**config.mk**
```make
export PLATFORM = sky130hd
export DESIGN_NAME = imem_loader
export DESIGN_NICKNAME = d
export VERILOG_FILES = /design/src/rtl/imem_loader_pkg.sv /design/src/rtl/imem_ram.sv /design/src/rtl/imem_loader.sv
export SDC_FILE = /design/constraint.sdc
export NUM_CORES = 2
export LEC_CHECK = 0
export ABC_CLOCK_PERIOD_IN_PS = 9300
export CAP_MARGIN = 5
export CORE_UTILIZATION = 45
export DETAILED_ROUTE_END_ITERATION = 8
export GPL_TIMING_DRIVEN = 0
export REMOVE_ABC_BUFFERS = 1
export SYNTH_ARGS = -nofsm -noshare
export SYNTH_HDL_FRONTEND = slang
export SYNTH_SLANG_ARGS = --single-unit
export TNS_END_PERCENT = 10
```
**constraint.sdc**
```tcl
create_clock -name clk -period 9.3 [get_ports clk]
set_input_delay 1.86 -clock clk [delete_from_list [all_inputs] [get_ports clk]]
set_output_delay 1.86 -clock clk [all_outputs]
set_load 0.02 [all_outputs]
```
**src/rtl/imem_loader_pkg.sv**
```systemverilog
// Shared constants and FSM state encoding for the instruction-memory loader.
// The optional checksum stage is enabled by defining IMEM_LOADER_CHECKSUM_EN.
package imem_loader_pkg;

    localparam int DEF_ADDR_W = 8;
    localparam int DEF_DATA_W = 8;

    typedef logic [1:0] loaderState_t;

    localparam loaderState_t IDLE  = 2'd0;
    localparam loaderState_t LOAD  = 2'd1;
    localparam loaderState_t CHECK = 2'd2;
    localparam loaderState_t DONE  = 2'd3;

endpackage

```
**src/rtl/imem_ram.sv**
```systemverilog
// Instruction RAM: synchronous write, asynchronous (zero-latency) read.
// Contents are intentionally not reset.
module imem_ram
    import imem_loader_pkg::*;
#(
    parameter int ADDR_W = DEF_ADDR_W,
    parameter int DATA_W = DEF_DATA_W
) (
    input  logic              clk,
    input  logic              wrEn,
    input  logic [ADDR_W-1:0] wrAddr,
    input  logic [DATA_W-1:0] wrData,
    input  logic [ADDR_W-1:0] rdAddr,
    output logic [DATA_W-1:0] rdData
);

    logic [DATA_W-1:0] mem [2**ADDR_W];

    always_ff @(posedge clk) begin
        if (wrEn) begin
            mem[wrAddr] <= wrData;
        end
    end

    assign rdData = mem[rdAddr];

endmodule

```
**src/rtl/imem_loader.sv**
```systemverilog
// Streams a program into instruction RAM while holding the CPU.
// Define IMEM_LOADER_CHECKSUM_EN to add a trailing XOR checksum byte.
module imem_loader
    import imem_loader_pkg::*;
#(
    parameter int ADDR_W = DEF_ADDR_W,
    parameter int DATA_W = DEF_DATA_W
) (
    input  logic              clk,
    input  logic              reset,
    input  logic              load_start,
    input  logic [ADDR_W-1:0] load_len,
    input  logic              in_valid,
    input  logic [DATA_W-1:0] in_data,
    output logic              in_ready,
    input  logic [ADDR_W-1:0] Read_Address,
    output logic [DATA_W-1:0] Instruction,
    output logic              cpu_hold,
    output logic              busy,
    output logic              load_done,
    output logic              chk_err
);

    loaderState_t      state;
    logic [ADDR_W-1:0] ptr;
    logic [ADDR_W:0]   cnt;
    logic [ADDR_W:0]   lenCount;
    logic              lastByte;
    logic              wrEn;
    logic              startLoad;

`ifdef IMEM_LOADER_CHECKSUM_EN
    localparam loaderState_t AFTER_LOAD = CHECK;
`else
    localparam loaderState_t AFTER_LOAD = DONE;
`endif

    // A length of zero means a full memory image.
    assign lenCount  = (load_len == '0) ? {1'b1, {ADDR_W{1'b0}}}
                                        : {1'b0, load_len};
    assign lastByte  = (cnt == (ADDR_W+1)'(1));
    assign startLoad = (state == IDLE) && load_start;
    assign wrEn      = (state == LOAD) && in_valid;

    assign in_ready  = (state == LOAD) || (state == CHECK);
    assign busy      = (state != IDLE);
    assign cpu_hold  = busy;
    assign load_done = (state == DONE);

    always_ff @(posedge clk or negedge reset) begin
        if (!reset) begin
            state <= IDLE;
            ptr   <= '0;
            cnt   <= '0;
        end else begin
            unique case (state)
                IDLE: begin
                    if (load_start) begin
                        state <= LOAD;
                        ptr   <= '0;
                        cnt   <= lenCount;
                    end
                end
                LOAD: begin
                    if (in_valid) begin
                        ptr <= ptr + ADDR_W'(1);
                        cnt <= cnt - (ADDR_W+1)'(1);
                        if (lastByte) begin
                            state <= AFTER_LOAD;
                        end
                    end
                end
                CHECK: begin
                    if (in_valid) begin
                        state <= DONE;
                    end
                end
                DONE:    state <= IDLE;
                default: state <= IDLE;
            endcase
        end
    end

`ifdef IMEM_LOADER_CHECKSUM_EN
    logic [DATA_W-1:0] acc;
    logic              chkErrQ;

    // Error flag stays set until the next accepted load request.
    always_ff @(posedge clk or negedge reset) begin
        if (!reset) begin
            acc     <= '0;
            chkErrQ <= 1'b0;
        end else if (startLoad) begin
            acc     <= '0;
            chkErrQ <= 1'b0;
        end else if (wrEn) begin
            acc <= acc ^ in_data;
        end else if ((state == CHECK) && in_valid) begin
            chkErrQ <= (in_data != acc);
        end
    end

    assign chk_err = chkErrQ;
`else
    assign chk_err = 1'b0;
`endif

    imem_ram #(
        .ADDR_W (ADDR_W),
        .DATA_W (DATA_W)
    ) uRam (
        .clk    (clk),
        .wrEn   (wrEn),
        .wrAddr (ptr),
        .wrData (in_data),
        .rdAddr (Read_Address),
        .rdData (Instruction)
    );

endmodule

```
# After elaboration in Yosys (flattened, before gate mapping)
# Memory sizes are Yosys's and may differ from the RTL's.
# Cells that the tools add are included.
# totals
regBits,19
ramBits,2048
inputBits,28
memories,1
# classes
addsub,2
n_eq_ne,8
muxes,14
reduce_logical,8
# memory_table
memory,depth,width,rd,rd_clocked_by_memory_dff,wr,line_no,source
uRam.mem,256,8,1,0,1,imem_ram.sv:17,logic [DATA_W-1:0] mem [2**ADDR_W];
# ops
cell,n
2-to-1 mux 9 bit,3
case mux 9 bit (2 select lines),1
2-to-1 mux 8 bit,2
case mux 8 bit (2 select lines),1
"equality test 9 x 1 -> 1 bit, second input constant",1
"subtractor 9 x 1 -> 9 bit, second input constant",1
"adder 8 x 1 -> 8 bit, second input constant",1
logical NOT 8 bit,1
2-to-1 mux 2 bit,4
"inequality test 2 bit, second input constant",4
case mux 2 bit (4 select lines),1
"equality test 2 bit, second input constant",2
AND reduction 4 bit,1
nonzero test 2 bit,2
AND reduction 3 bit,1
"equality test 2 x 1 -> 1 bit, second input constant",1
logical NOT 2 bit,1
2-to-1 mux 1 bit,2
logical AND 1 bit,1
logical OR 1 bit,1

# Depth between registers and ports, before layout
# logic_depth
depth_word,4
depth_mapped,12
mapped_depth_nobuf,8

# Modules after synthesis
# From an unflattened synthesis, not the netlist that was laid out.
# hier_totals
hier_cells,3874
hier_area_um2,80676.1
# by_module_without_submodules
mod,n_inst,cells_per_inst,area_per_inst_um2,seq_area_each_um2
imem_ram,1,3725,79396.1,61499.0
imem_loader,1,149,1280.0,475.5

# Least setup slack after synthesis
# Ideal clock, no wire load.
# synth_path
path_kind,input port to output port
start,in Read_Address[0]
end,out Instruction[0]
arrival_time_ps,3981
t_required_ps,7440
slack_ps,3459
cell_stages,9
n_path_buf,4
cell_sequence,buf_6 -> buf_12 -> buf_12 -> buf_12 -> mux2i_1 -> o221ai_1 -> a211oi_1 -> or4_1 -> nor4_1
# synth_between
elab_chain_cells,1
# synth_lines
item,line_no,source
from (decl),imem_loader.sv:16,"input logic [ADDR_W-1:0] Read_Address,"
memory (256 x 8 bit),--,
to (decl),imem_loader.sv:17,"output logic [DATA_W-1:0] Instruction,"
# Every way passes these cells.

# Final worst setup path
# layout_path
start,in Read_Address[0]
end,out Instruction[3]
# Same word-level chain as after synthesis.

==> results.md <==
- Postcts setup bufs: 0
- Post-Synth XOR/XNOR Area: 0.0650%
- Yosys Warn Count: 0
- Crit path DAT: 7.14 ns
- Via count of the first global-routing pass: 38879
- DR DRC count: 0
- Ratio of cells with drive above 1 in the final layout: 19.6%
- Multiplexer share of the synthesized area: 14.3%
- Via count: 38933
- Clock slew at reported path FFs: 0.06 ns
- Clock tree buffer depth: 3
- CP dominant cell by count: buf_16
- Placer congestion estimate: 0.778
- Fraction of the mapped netlist area in adder cells: 0.170%
- Number of port buffers: 39
- Worst Setup Start Kind: primary input
- Core area: 178000 um2
- Leak Pwr: 28.0 nW
- Slowest CP cell: clkdlybuf4s50_1
- H-tree depth: 4
- Crit-path cells: buf_12 > buf_16 > buf_16 > buf_16 > buf_16 > mux4_2 > a22oi_1 > a21oi_1 > or2_1 > a211oi_2 > nor4b_2 > clkdlybuf4s50_1
- Clock Skews: 0.0380 ns
- 1st-pass router iterations: 5
- WL final: 197 mm
- Top cells by area, synth: edfxtp_1 (76%), mux4_2 (11%), mux2i_1 (1.8%)
- Simple-gate area share of the yosys netlist: 2.88%
- Die ar.: 181000 um2
- Clock sink total: 2067
- Starting Density: 45.3%
- Num rows: 155
- WS Path Type: in -> out
- I/O Pins: 41
- Pre-CTS setup slack: -0.367 ns
- Sequential share of the synthesized area: 76.7%
- CTS tree: built
- Largest family of logic cells by synthesized area: multiplexers
- Max cap viols: 0
- Largest net degree at the start of global routing: 153
- RSZ-0062 raised after global routing: no
- Synth Area in Compound Gates: 3.87%
- Worst relative slew slack: 13.7%
- Routed wire per std cell: 30.3 um
- Fraction of registers with async set or reset after synthesis: 0.919%
- Cell taking the most area after synthesis: edfxtp_1
- Max rail drop VDD: 0.148 mV
- Vias per inst: 6.01
- Most common cell after layout, fill and taps aside: edfxtp_1
- Area Growth Syn to Fin: 12.0%
- DRT iter0 DRCs: 4604
- Max incr delay on CP: 0.61 ns
- Worst-Margin Slew: 1.29 ns
- Count of final max-slew check failures: 0
- Die width: 426 um
- Hold Fails Final Rpt: 0
- Status: complete, no violations
- Grt total ovfl: 0
- Worst Path Required: 7.44 ns
- Die height: 426 um
- Number of CTS-inserted buffers: 206
- Largest fanout on the critical path: 78
- Most frequent cells in the layout: edfxtp_1 (2048), mux4_2 (396), nor2_1 (300), clkbuf_16 (207), a22oi_1 (149)
- Final ANT Viol Nets: 0
- Avg Cell Area, Syn: 20.7 um2
- Design Power: 19.7 mW
- Post-layout nets: 3993
- Period Utilization, post-route: 96.8%
- Clock root buffer: clkbuf_16
- Clock Latency Late Sink: 0.84 ns
- First-pass GRT wire length: 280 mm
- DP HPWL: 116 mm
- Share of the synthesized area in the top cell type: 76.1%
- Post-synth EDFFs: 2048
- Min cycle time layout: 9.00 ns
- All-Layer GR Usage: 21.6%
- Mapped cell area: 80800 um2
- F_max: 111 MHz
- Mapped Cells: 3898
- Distinct cells, synth: 62
- Post-synth top flop: edfxtp_1
- Antenna violations before repair: 4
- Hold/Removal Path Class: reg -> reg
- Final WS setup: 0.297 ns
- Final Setup Violations: 0
- CP Capture Type: output port
- Pwr/cell area: 217 nW/um2
- Flops & latches, synth: 2067
[sequential cells by signal, indices dropped and copies added, names as in the netlist]
signal    cells
cnt           9
ptr           8
state         2
uRam.mem   2048
[synth_stat cells (15+ instances only)]
library cell and n:
a211oi_1 32, a21oi_1 71, a22oi_1 149, buf_1 17
buf_2 37, buf_4 19, buf_6 31, clkbuf_1 108
dfrtp_1 19, edfxtp_1 2048, mux2_2 22, mux2i_1 142
mux4_1 37, mux4_2 396, nand2_1 68, nand3_1 29
nor2_1 302, nor2b_1 23, nor3_1 15, nor4_1 28
o21ai_0 37, o221ai_1 46, o22ai_1 47
[final timing paths]
kind | start | slack, ns | endpoint | cells past startpoint
worst max-delay path | Read_Address[0] | 0.30 | Instruction[3] | 12
worst min-delay path | cnt[5]$_DFFE_PN0P_ | 0.49 | cnt[5]$_DFFE_PN0P_ | 1
worst max register to register | state[1]$_DFFE_PN0P_ | 4.73 | uRam.mem[231][2]$_DFFE_PP_ | 6
worst min register to register | cnt[5]$_DFFE_PN0P_ | 0.49 | cnt[5]$_DFFE_PN0P_ | 1
max in group asynchronous | reset | 7.12 | ptr[2]$_DFFE_PN0P_ | 1
min in group asynchronous | reset | 1.57 | ptr[1]$_DFFE_PN0P_ | 1
[repair_timing]
item | CTS | global route
hold buffers | 0 | 0
resized for setup | 7 | 2
endpoints found under the hold margin | 0 | 0
endpoints found under the setup margin | 6 | 3
[final cells by class]
| type | instances | area, um2 |
|---|---|---|
| well taps | 2355 | 2950 |
| flip-flops and latches | 2067 | 62000 |
| clock buffers | 254 | 5380 |
| fillers | 14121 | 87900 |
| inverters | 10 | 37.5 |
| multi-input cells | 1579 | 17400 |
| clock inverters | 121 | 1110 |
| repair buffers | 90 | 1670 |
| diodes | 2 | 5.00 |
[power breakdown]
group	total (mW)	leakage [nW]	internal (mW)	switching, mW
logic	1.29	6.18	0.430	0.857
clock network	8.04	3.18	4.53	3.51
registers	10.3	18.6	10.3	0.0381
[metrics by stage]
step / TNS [ns] / utilization [%] / cells / area (um2) / hold WS [ns]
finish: 0 / 50.7 / 6478 / 90500 / 0.491
CTS: 0 / 50.7 / 6476 / 90500 / 0.493
global placement: -3228.95 / 46.3 / 6050 / 82600 / 0.477
detailed placement: -0.716 / 47.1 / 6101 / 84000 / 0.472
floorplan: 0 / - / 3656 / 79200 / 0.451
global route: 0 / 50.7 / 6477 / 90500 / 0.524
[critical path: cells and delay by family]
kind                   cells  cell delay, ns
buffers and inverters      6            2.70
AOI/OAI and AO/OA          3            1.04
muxes                      1            0.60
and+or+nand+nor            2            0.59
[kinds of logic after synthesis]
kind of cell	Yosys count
DFF	2067
muxes	597
and+or+nand+nor	516
AOI/OAI and AO/OA	448
buffers and inverters	252
adders and majority gates	11
xor gates and xnor gates	6
other	1
[per-layer routing]
| metal | global-route usage, % | vias up | share of wire [%] |
|---|---|---|---|
| met5 | 0 | - | 0 |
| li1 | - | 16407 | - |
| met1 | 30.8 | 20777 | 42 |
| met2 | 34.6 | 1474 | 49 |
| met4 | 6.05 | 0 | 2.5 |
| met3 | 3.52 | 275 | 6.8 |
(Power assumes the default switching activity.)
